### config.mk
export PLATFORM = sky130hd
export DESIGN_NAME = qformat_requantize
export DESIGN_NICKNAME = d
export VERILOG_FILES = /design/src/rtl/qformat_requantize.sv
export SDC_FILE = /design/constraint.sdc
export NUM_CORES = 1
export LEC_CHECK = 0
export ABC_AREA = 1
export CORE_MARGIN = 2
export CORE_UTILIZATION = 43
export CTS_CLUSTER_DIAMETER = 80
export DETAILED_ROUTE_END_ITERATION = 8
export GPL_TIMING_DRIVEN = 0
export PLACE_DENSITY = 0.68
export SLEW_MARGIN = 20
export SYNTH_ARGS = -nofsm -noshare
export SYNTH_HDL_FRONTEND = slang
export SYNTH_SLANG_ARGS = --single-unit
export TNS_END_PERCENT = 20
### constraint.sdc
create_clock -name clock -period 1.95 [get_ports clock]
set_input_delay 0.39 -clock clock [delete_from_list [all_inputs] [get_ports clock]]
set_output_delay 0.39 -clock clock [all_outputs]
set_load 0.03 [all_outputs]
### src/rtl/qformat_requantize.sv
// Streaming requantizer: signed Q(2I).(2F) product -> signed Q(I).(F) value.
// Two-stage valid/ready pipeline (round/shift, then saturate) with a sticky saturation counter.
module qformat_requantize #(
   parameter int unsigned NUM_FIXED_BITS      = 8,
   parameter int unsigned NUM_FRACTIONAL_BITS = 8,
   parameter int unsigned ROUND               = 1,
   parameter int unsigned SAT_COUNT_BITS      = 16
) (
   input  logic                                                         clock,
   input  logic                                                         reset,
   input  logic                                                         in_valid,
   output logic                                                         in_ready,
   input  logic [2*(NUM_FIXED_BITS+NUM_FRACTIONAL_BITS)-1:0]            in_product,
   output logic                                                         out_valid,
   input  logic                                                         out_ready,
   output logic [NUM_FIXED_BITS+NUM_FRACTIONAL_BITS-1:0]                out_value,
   output logic                                                         out_saturated,
   input  logic                                                         clear_count,
   output logic [SAT_COUNT_BITS-1:0]                                    sat_count
);

   localparam int unsigned T  = NUM_FIXED_BITS + NUM_FRACTIONAL_BITS;
   localparam int unsigned F  = NUM_FRACTIONAL_BITS;
   localparam int unsigned PW = 2 * T;
   localparam int unsigned SW = PW + 1;
   localparam int unsigned QW = SW - F;

   localparam logic signed [QW-1:0] MAX_Q   = {{(QW-T+1){1'b0}}, {(T-1){1'b1}}};
   localparam logic signed [QW-1:0] MIN_Q   = {{(QW-T+1){1'b1}}, {(T-1){1'b0}}};
   localparam logic        [SW-1:0] RND_ADD = (ROUND != 0) ? (SW'(1) << (F - 1)) : '0;

   logic                 s1_valid;
   logic signed [QW-1:0] s1_q;
   logic                 s1_adv;
   logic                 s2_adv;
   logic        [SW-1:0] sum;
   logic signed [QW-1:0] s1_next;
   logic                 unused_frac;
   logic        [T-1:0]  sat_value;
   logic                 sat_flag;

   // Handshake: a stage advances when it is empty or its consumer advances.
   assign s2_adv   = !out_valid || out_ready;
   assign s1_adv   = !s1_valid || s2_adv;
   assign in_ready = s1_adv;

   // Sign-extend, add the half-LSB, then keep the upper bits (arithmetic shift by F).
   assign sum         = {in_product[PW-1], in_product} + RND_ADD;
   assign s1_next     = $signed(sum[SW-1:F]);
   assign unused_frac = ^sum[F-1:0];

   always_comb begin
      sat_flag  = 1'b0;
      sat_value = s1_q[T-1:0];
      if (s1_q > MAX_Q) begin
         sat_flag  = 1'b1;
         sat_value = MAX_Q[T-1:0];
      end else if (s1_q < MIN_Q) begin
         sat_flag  = 1'b1;
         sat_value = MIN_Q[T-1:0];
      end
   end

   always_ff @(posedge clock or negedge reset) begin
      if (!reset) begin
         s1_valid <= 1'b0;
         s1_q     <= '0;
      end else if (s1_adv) begin
         s1_valid <= in_valid;
         if (in_valid) s1_q <= s1_next;
      end
   end

   // Output register only loads real data so a held or drained value stays put.
   always_ff @(posedge clock or negedge reset) begin
      if (!reset) begin
         out_valid     <= 1'b0;
         out_value     <= '0;
         out_saturated <= 1'b0;
      end else if (s2_adv) begin
         out_valid <= s1_valid;
         if (s1_valid) begin
            out_value     <= sat_value;
            out_saturated <= sat_flag;
         end
      end
   end

   // Clear wins over a same-cycle increment; counter sticks at all-ones.
   always_ff @(posedge clock or negedge reset) begin
      if (!reset) begin
         sat_count <= '0;
      end else if (clear_count) begin
         sat_count <= '0;
      end else if (out_valid && out_ready && out_saturated && !(&sat_count)) begin
         sat_count <= sat_count + SAT_COUNT_BITS'(1);
      end
   end

endmodule

---- Word level (Yosys, flattened, before mapping) ----
Cells that the tools add are included.
word-level totals
  register bits after elaboration ......... 60
  output and inout port bits .............. 35
  logic and storage cells ................. 28
operators by class
  add/sub/neg operators ................... 2
  order comparisons ....................... 2
  mux-type cells .......................... 6
  reductions and logical operators ........ 12
operators by type and width
  cell                     number
  $mux W16                 4
  $add A32 B9 Y33 const B  1
  $gt A25 B16 Y1 const B   1
  $lt A25 B16 Y1 const B   1
  $add A16 B1 Y16 const B  1
  $reduce_and A16 Y1       1
  $reduce_and A2 Y1        2
  $logic_and A1 B1 Y1      3
  $logic_not A1 Y1         3
  $logic_or A1 B1 Y1       2
  $mux W1                  2
  $reduce_bool A2 Y1       1

---- Depth between registers and ports, before layout ----
Gate-level depths: netlist of the first run.
  depth after elaboration ................. 5
  gate-level depth with buffers ........... 10
  gate-level depth less buffers ........... 10

---- Least setup slack after synthesis of the first run ----
No wires, ideal clock.
  kind .................................... reg2reg
  from .................................... reg sat_count[0]
  to ...................................... reg sat_count[13]
  setup time .............................. 0.066 ns
  arrival time ............................ 1.715 ns
  required time ........................... 1.884 ns
  setup slack ............................. 0.169 ns
  cell stages (with the launch flop) ...... 11
  buffers on the path ..................... 1
  clock period less this slack ............ 1.781 ns
  cells stage by stage .................... dfrtp_1 ha_1 inv_1 nor2_4 nand2_2 nor2_4 nor2_4 nor2_8 buf_6 nand2_1 nand2_1
on the way
  word-level cells in the longest chain between the ends .. 4
  elaborated cells between the ends (all ways) .. 7
  those cells by class .................... add/sub (1); mux (2); reduce/logical (4)
RTL lines
  item                                                                     RTL line  text
  start, declared                                                          19        output logic [SAT_COUNT_BITS-1:0] sat_count
  start signal, assigned                                                   96        sat_count <= sat_count + SAT_COUNT_BITS'(1);
  parallel branches: the longest is 4 deep, another holds $add A16 B1 Y16  -
Parallel ways; which one is timed is not known. The select of a mux whose other input is x is not followed.
A chain may end at the register's enable or synchronous reset.

---- Worst setup path in the final report of the first run ----
  from .................................... reg sat_count[13]
  to ...................................... out sat_count[13]
No word-level cell between the ends.

==> summary.md, run 1 <==
| Metric | Value |
|---|---|
| Outcome | finished, final reports clean |
| Fraction of layout cells with a size suffix above 1 | 6.66% |
| Crit path max-delay family | buffers and inverters |
| Synth cell types | 28 |
| Design Power | roughly 3.8 mW |
| Mapped Cells | between 500 and 600 |
| Chip height | 94.3 µm |
| Root buffer cell | clkbuf_8 |
| Crit Path Max Fanout | 6 |
| Total grt overflow | 0 |
| Max stage delay on crit path | approximately 0.7 ns |
| WP data required | ~1.6 ns |
| Boundary Pins | 72 |
| CP Class | reg2out |
| Multi-input gate area | 1800 µm² |
| CP endpoint kind | output pin |
| Syn. warnings | 0 |
| TritonCTS clock tree | built |
| HP Class | in2async |
| Post-route minimum period | 1.91 ns |
| Clk Latency, worst-skew pair | ~0.34 ns |
| Initial Util | 44.9% |
| Flip-flop and latch area | between 1500 and 2000 µm² |
| Max clock buf depth | 2 |
| Synth Cell Area | approximately 3500 µm² |
| Maxcap violations | 0 |
| Leakage | 2.22 nW |
| Final Cell Area | 4530 µm² |
| Area contributors post-synth | dfrtp_1 43%, nand2_1 26%, nor2_1 6.3% |
| Final hold slack | 0.479 ns |
| Placed cell count | around 690 |
| Post-DRT Antenna Nets | 0 |
| Final Hold Fails | 0 |
| Number of port buffers | between 60 and 70 |
| Seq cells post-synth | 60 |
| Fill cells | approximately 800 |
| Vias in the first global route | about 3.4k |
| Post-Syn Area per Cell | just under 7 µm² |
| Total Routing Usage GR | approximately 22% |
| Starting DRT DRC Count | ~200 |
| Via/cell ratio | 4.86 |
| R2r setup slk | about 0.15 ns |
| Clk sinks | 60 |
| Drt total wl | 8.87 mm |
| Drt pass-1 iters | 4 |
| Slew margin rel. | 65.7% |
| Worst path arrival time | 1.52 ns |
| Initial antenna violation count | 0 |
| Core area | approximately 7800 µm² |
| Commonest non-fill, non-tap cell in the layout | nand2_1 |
| Non-filler cells, final | 703 |
| Worst Skew | slightly below 0.006 ns |
| Setup_tns | 0 ns |
| DR WL/cell | approximately 13 µm |
| H-tree depth | 3 |
| Worst slew pin tran | around 0.51 ns |
| DIE AREA | about 8900 µm² |
| Top cell type's share of synthesized area | between 40% and 50% |
| Final Cycle Share | 98.1% |
| CP Launch Type | flip-flop |
| CTS clk-pin slew, worst paths | approximately 0.070 ns |
| PnR worst setup slack | between 0.03 and 0.04 ns |
| Via Count | 3,416 |
| Setup violators final | 0 |
| Chip Width | between 90 and 100 µm |
| Peak Freq | approximately 0.52 GHz |
| Row count | 32 |
| Worst-case vdd ir drop | between 0.0003 and 0.0004 V |
| Core Util, Final | roughly three fifths |
| Total CTS buffers | 9 |
| Worst path cell trace | clkdlybuf4s50_1 |
| Post-placement cell area | 4290 µm² |
| Syn-to-layout area delta | 29.4% |
| GPL Wtd Cong | approximately 0.92 |
| Most frequent cells in the layout | 243 x nand2_1, 60 x dfrtp_1, 59 x clkdlybuf4s50_1, 57 x nor2_1, 47 x inv_1 |
| Nets | between 600 and 700 |
| Slowest CP cell | clkdlybuf4s50_1 |
| # DRC | 0 |
| Post-Place Setup Slack | -0.396 ns |
| First-pass GRT wire length | about 15 mm |
| Fin. max-slew vios | 0 |
| Power Density | roughly 840 nW/µm² |
| Syn_nets | 558 |
| Post-DP HPWL | 6.90 mm |
| Seq/Total Area, Yosys | between 40% and 50% |
| Antenna Cells | 0 |
| Largest net degree at the start of global routing | 39 |
| Cell taking the most area after synthesis | dfrtp_1 |
| Worst Path Buf+Inv | 1 |
[metal layers]
metal / GRT usage, % / share of wire [%] / wire length (µm) / vias to the layer above
met4: 10.4 / 2.5 / 221 / 0
met3: 2.81 / 4.5 / 397 / 21
li1: - / - / - / 1772
met1: 28.8 / 48 / 4210 / 1526
met5: 0 / 0 / 0 / -
met2: 36.2 / 46 / 4040 / 97
[worst paths after layout]
| path | from | end | depth (start not counted) |
|---|---|---|---|
| max in group asynchronous | reset | s1_q[16] | 3 |
| min reg2reg | out_value[12] | out_value[12] | 2 |
| max | sat_count[13] | sat_count[13] | 1 |
| min | reset | sat_count[4] | 2 |
| max reg2reg | sat_count[0] | sat_count[14] | 10 |
| min in group clock | out_value[12] | out_value[12] | 2 |
[timing repair]
item	4_1_cts	5_1_grt
setup endpoints to repair	6	25
hold endpoints to repair	22	0
hold buffers	1	0
pin swaps	0	1
setup buffers	0	1
resized for setup	3	12
[kinds of logic after synthesis]
| logic type | after synthesis | synth area share (%) |
|---|---|---|
| flip-flops | 60 | 42.8 |
| AO/OA/AOI/OAI | 29 | 4.64 |
| XOR/XNOR | 13 | 3.25 |
| AND/OR/NAND/NOR | 357 | 42.0 |
| adder cells (fa/ha/maj) | 2 | 0.714 |
| buffers and inverters | 58 | 6.53 |
[power by group]
part | leakage (nW) | internal [mW] | total, mW | switching, mW
Sequential | 0.758 | 1.45 | 1.58 | 0.122
Combinational | 1.36 | 0.442 | 1.14 | 0.700
Clock | 0.0979 | 0.610 | 1.10 | 0.490
Total | 2.22 | 2.50 | 3.82 | 1.31
[synth_stat cells]
| master | instances |
|---|---|
| nand2_1 | 244 |
| dfrtp_1 | 60 |
| nor2_1 | 59 |
| inv_1 | 47 |
| nand3_1 | 26 |
| o21ai_0 | 16 |
| nand4_1 | 15 |
| xor2_1 | 11 |
| clkbuf_1 | 6 |
| o21bai_1 | 5 |
| a21oi_1 | 4 |
| buf_2 | 3 |
| nor2_4 | 3 |
| ha_1 | 2 |
| nand2_2 | 2 |
| nand3b_1 | 2 |
| or2_2 | 2 |
| xnor2_1 | 2 |
| a31oi_1 | 1 |
| and2_1 | 1 |
| buf_6 | 1 |
| inv_2 | 1 |
| nor2_2 | 1 |
| nor2_8 | 1 |
| nor3_1 | 1 |
| o21ai_1 | 1 |
| o22ai_1 | 1 |
| o31ai_1 | 1 |
[layout make-up]
class	instances	area share (%)
Buffer	10	1.16
Timing Repair Buffer	67	15.0
Tap cell	102	2.81
Inverter	48	3.97
Clock buffer	10	3.04
Multi-Input combinational cell	401	39.7
Sequential cell	60	33.1
Clock inverter	5	1.16
[sequential cells by signal (all words and copies together), names as in the netlist]
signal         flops
out_valid          1
out_value         16
sat_count         16
out_saturated      1
s1_q              25
s1_valid           1
Power figures use the tool's default switching activity.
==> run 2, diff against run 1 <==
- ABC_AREA: 1 -> not set
- CTS_CLUSTER_DIAMETER: 80 -> not set
- PLACE_DENSITY: 0.68 -> 0.7
==> summary.md, run 2 <==
| Metric | Value |
|---|---|
| Outcome | finished, final reports clean |
| GPL Wtd Cong | 0.893 |
| Synth Cell Area | 3040 µm² |
| Synth cell types | 37 |
| Fraction of layout cells with a size suffix above 1 | ~8.5% |
| Crit Path Max Fanout | 7 |
| Nets | roughly 460 |
| WP data required | ~1.6 ns |
| H-tree depth | 3 |
| Vias in the first global route | 2,549 |
| Setup violators final | 0 |
| R2r setup slk | between 0.1 and 0.15 ns |
| Total grt overflow | 0 |
| Synth cell count leaders | 60 x dfrtp_1, 46 x nand2_1, 42 x o21ai_0 |
| Root buffer cell | clkbuf_8 |
| Cells on Worst Hold Path | 3 |
| Total CTS buffers | 9 |
| Hold EP | s1_q[13] |
| Total Routing Usage GR | between 10% and 20% |
| Hold Path Origin | in_product[21] |
| Seq cells post-synth | 60 |
| Slowest CP cell | clkdlybuf4s50_1 |
| DR WL/cell | 13.3 µm |
| Post-DP HPWL | a little over 5 mm |
| # DRC | 0 |
| First-pass GRT wire length | ~11 mm |
| Via/cell ratio | about 5.3 |
| Setup_tns | 0 ns |
| Maxcap violations | 0 |
| Most frequent cell after synthesis | dfrtp_1 |
| Worst Path Buf+Inv | 1 |
| Leakage | about 1.7 nW |
| Post-DRT Antenna Nets | 0 |
| Worst path arrival time | approximately 1.5 ns |
| Area contributors post-synth | dfrtp_1 49%, o21ai_0 6.9%, nand2_1 5.7% |
| Clk Latency, worst-skew pair | roughly 0.33 ns |
| Post-synth ARST share | between 90% and 100% |
| P_int | ~2.5 mW |
| Fill cells | 630 |
| Core Util, Final | 60.5% |
| Number of port buffers | 63 |
| Clk pwr share | 34.6% |
| Syn_nets | about 380 |
| Peak Freq | 0.528 GHz |
| Seq/Total Area, Yosys | 49.5% |
| Initial antenna violation count | 0 |
| Core area | about 6800 µm² |
| CTS clk-pin slew, worst paths | 0.06 ns |
| Syn-to-layout area delta | 36.1% |
| RSZ-0062 raised after global routing | yes |
| Top cell type's share of synthesized area | 49.5% |
| Top reg by flops | s1_q |
| Switching Share | 29.5% |
| Switching power | 1.04 mW |
| Drt pass-1 iters | 5 |
| Largest registers | s1_q (25), out_value (16), sat_count (16) |
| Row count | 30 |
| Largest net degree at the start of global routing | 51 |
| Final Cell Area | 4130 µm² |
| Max clock buf depth | 2 |
| Post-Syn Area per Cell | 8.98 µm² |
| Placed cell count | 498 |
| TritonCTS clock tree | built |
| Worst Skew | around 0.0075 ns |
| Fin. max-slew vios | 0 |
| Comb pwr share | between 20 and 25% |
| Origin of the critical flop-to-flop path | sat_count[8] |
| Initial Util | approximately 44% |
| Chip Width | 88.0 µm |
| Worst-case vdd ir drop | approximately 0.00045 V |
| Slew margin rel. | 63.0% |
| Mapped Cells | 338 |
| Drt total wl | 6.93 mm |
| Cell taking the most area after synthesis | dfrtp_1 |
| Post-route minimum period | 1.89 ns |
| Starting DRT DRC Count | ~130 |
| DIE AREA | roughly 7700 µm² |
| CP Launch Type | flip-flop |
| Final Cycle Share | 97.2% |
| Final Hold Fails | 0 |
| Antenna Cells | 0 |
| Clk sinks | 60 |
| Post-placement cell area | approximately 3800 µm² |
| Design Power | 3.52 mW |
| Commonest non-fill, non-tap cell in the layout | dfrtp_1 |
| EDFF count, synth | 0 |
| CP endpoint kind | output pin |
| Syn. warnings | 0 |
| Boundary Pins | between 70 and 80 |
| Worst slew pin tran | ~0.55 ns |
| Max reg flops | 25 |
| Worst path cell trace | clkdlybuf4s50_1 |
| Most frequent cells in the layout | 58 x dfrtp_1, 45 x nand2_1, 45 x clkdlybuf4s50_1, 42 x o21ai_0, 31 x nor2_1 |
| Sequential power share | approximately 43% |
| Crit path max-delay family | buffers and inverters |
| Via Count | ~2.8k |
| Ys flop type | dfrtp_1 |
| HP Class | in2reg |
| CP Class | reg2out |
| Worst reg2reg path endpoint | sat_count[1] |
| Power Density | ~850 nW/µm² |
| Max stage delay on crit path | ~0.71 ns |
| R2r worst-path depth | 6 |
| Chip height | 88.0 µm |
| Non-filler cells, final | about 520 |
[run 2: changes by cell type after synthesis, sizes merged, moves of 6 or more]
cell,change
or3,+11
a31oi,+9
nand3,-10
o21ai,+26
a21oi,+9
inv,-43
xor2,-8
o31ai,+10
nor2,-33
xnor2,+10
or4,+12
nand2,-200
nor4,+8
clkbuf,+6
[run 2: logic make-up (layout without fill, tap and decap cells)]
kind of cell | Yosys count | count (layout) | synth area share (%)
and+or+nand+nor | 157 | 157 | 26.5
AOI/OAI and AO/OA | 82 | 82 | 15.5
DFF | 60 | 60 | 49.5
buffers and inverters | 20 | 105 | 2.60
xor gates and xnor gates | 15 | 15 | 4.33
adders and majority gates | 2 | 2 | 0.824
muxes | 2 | 2 | 0.742
[run 2: metrics by stage]
stage	hold slack [ns]	worst slack (ns)
detailed placement	0.249	-0.742
global route	0.444	-0.000506
CTS	0.431	-0.0832
global placement	0.460	-1.64
floorplan	0.0944	0.000123
finish	0.402	0.0552
[run 2: layout make-up]
| type | instances | area (µm²) | share of cell area (%) |
|---|---|---|---|
| Clock inverter | 4 | 72.6 | 1.76 |
| Buffer | 14 | 72.6 | 1.76 |
| Multi-Input combinational cell | 258 | 1500 | 36.3 |
| Sequential cell | 60 | 1500 | 36.4 |
| Clock buffer | 12 | 145 | 3.51 |
| Inverter | 5 | 18.8 | 0.454 |
| Tap cell | 96 | 120 | 2.91 |
| Timing Repair Buffer | 70 | 698 | 16.9 |
[run 2: repair_timing]
action	CTS	global route
pin swaps	4	8
cloned	0	1
endpoints found under the hold margin	10	0
hold buffers	1	0
setup endpoints to repair	21	22
buffers inserted	2	2
resized for setup	22	19
[run 2: routing by layer]
layer	share of wire (%)	global-route usage, %	vias up
li1	-	-	1393
met2	49	31.6	82
met4	1.3	7.16	0
met3	5.2	4.05	8
met1	45	23.4	1292
met5	0	0	-
[run 2: power by group through the flow]
stage | sequential (mW) | clock [mW] | combinational, mW
CTS | 1.52 | 1.24 | 0.787
detailed placement | 1.54 | 0 | 0.790
finish | 1.52 | 1.22 | 0.780
floorplan | 1.69 | 0 | 0.249
global route | 1.54 | 1.29 | 0.855
global placement | 1.54 | 0 | 0.775
[run 2: worst max-delay path by stage]
stage	startpoint	endpoint	slack, ns	depth (start not counted)
CTS	in_product[20]	s1_q[22]	-0.08	6
floorplan	in_product[7]	s1_q[17]	0.0001	6
global route	in_product[8]	s1_q[17]	-0.0005	7
detailed placement	in_product[7]	s1_q[17]	-0.74	7
global placement	reset	sat_count[0]	-1.64	1
finish	sat_count[5]	sat_count[5]	0.06	1
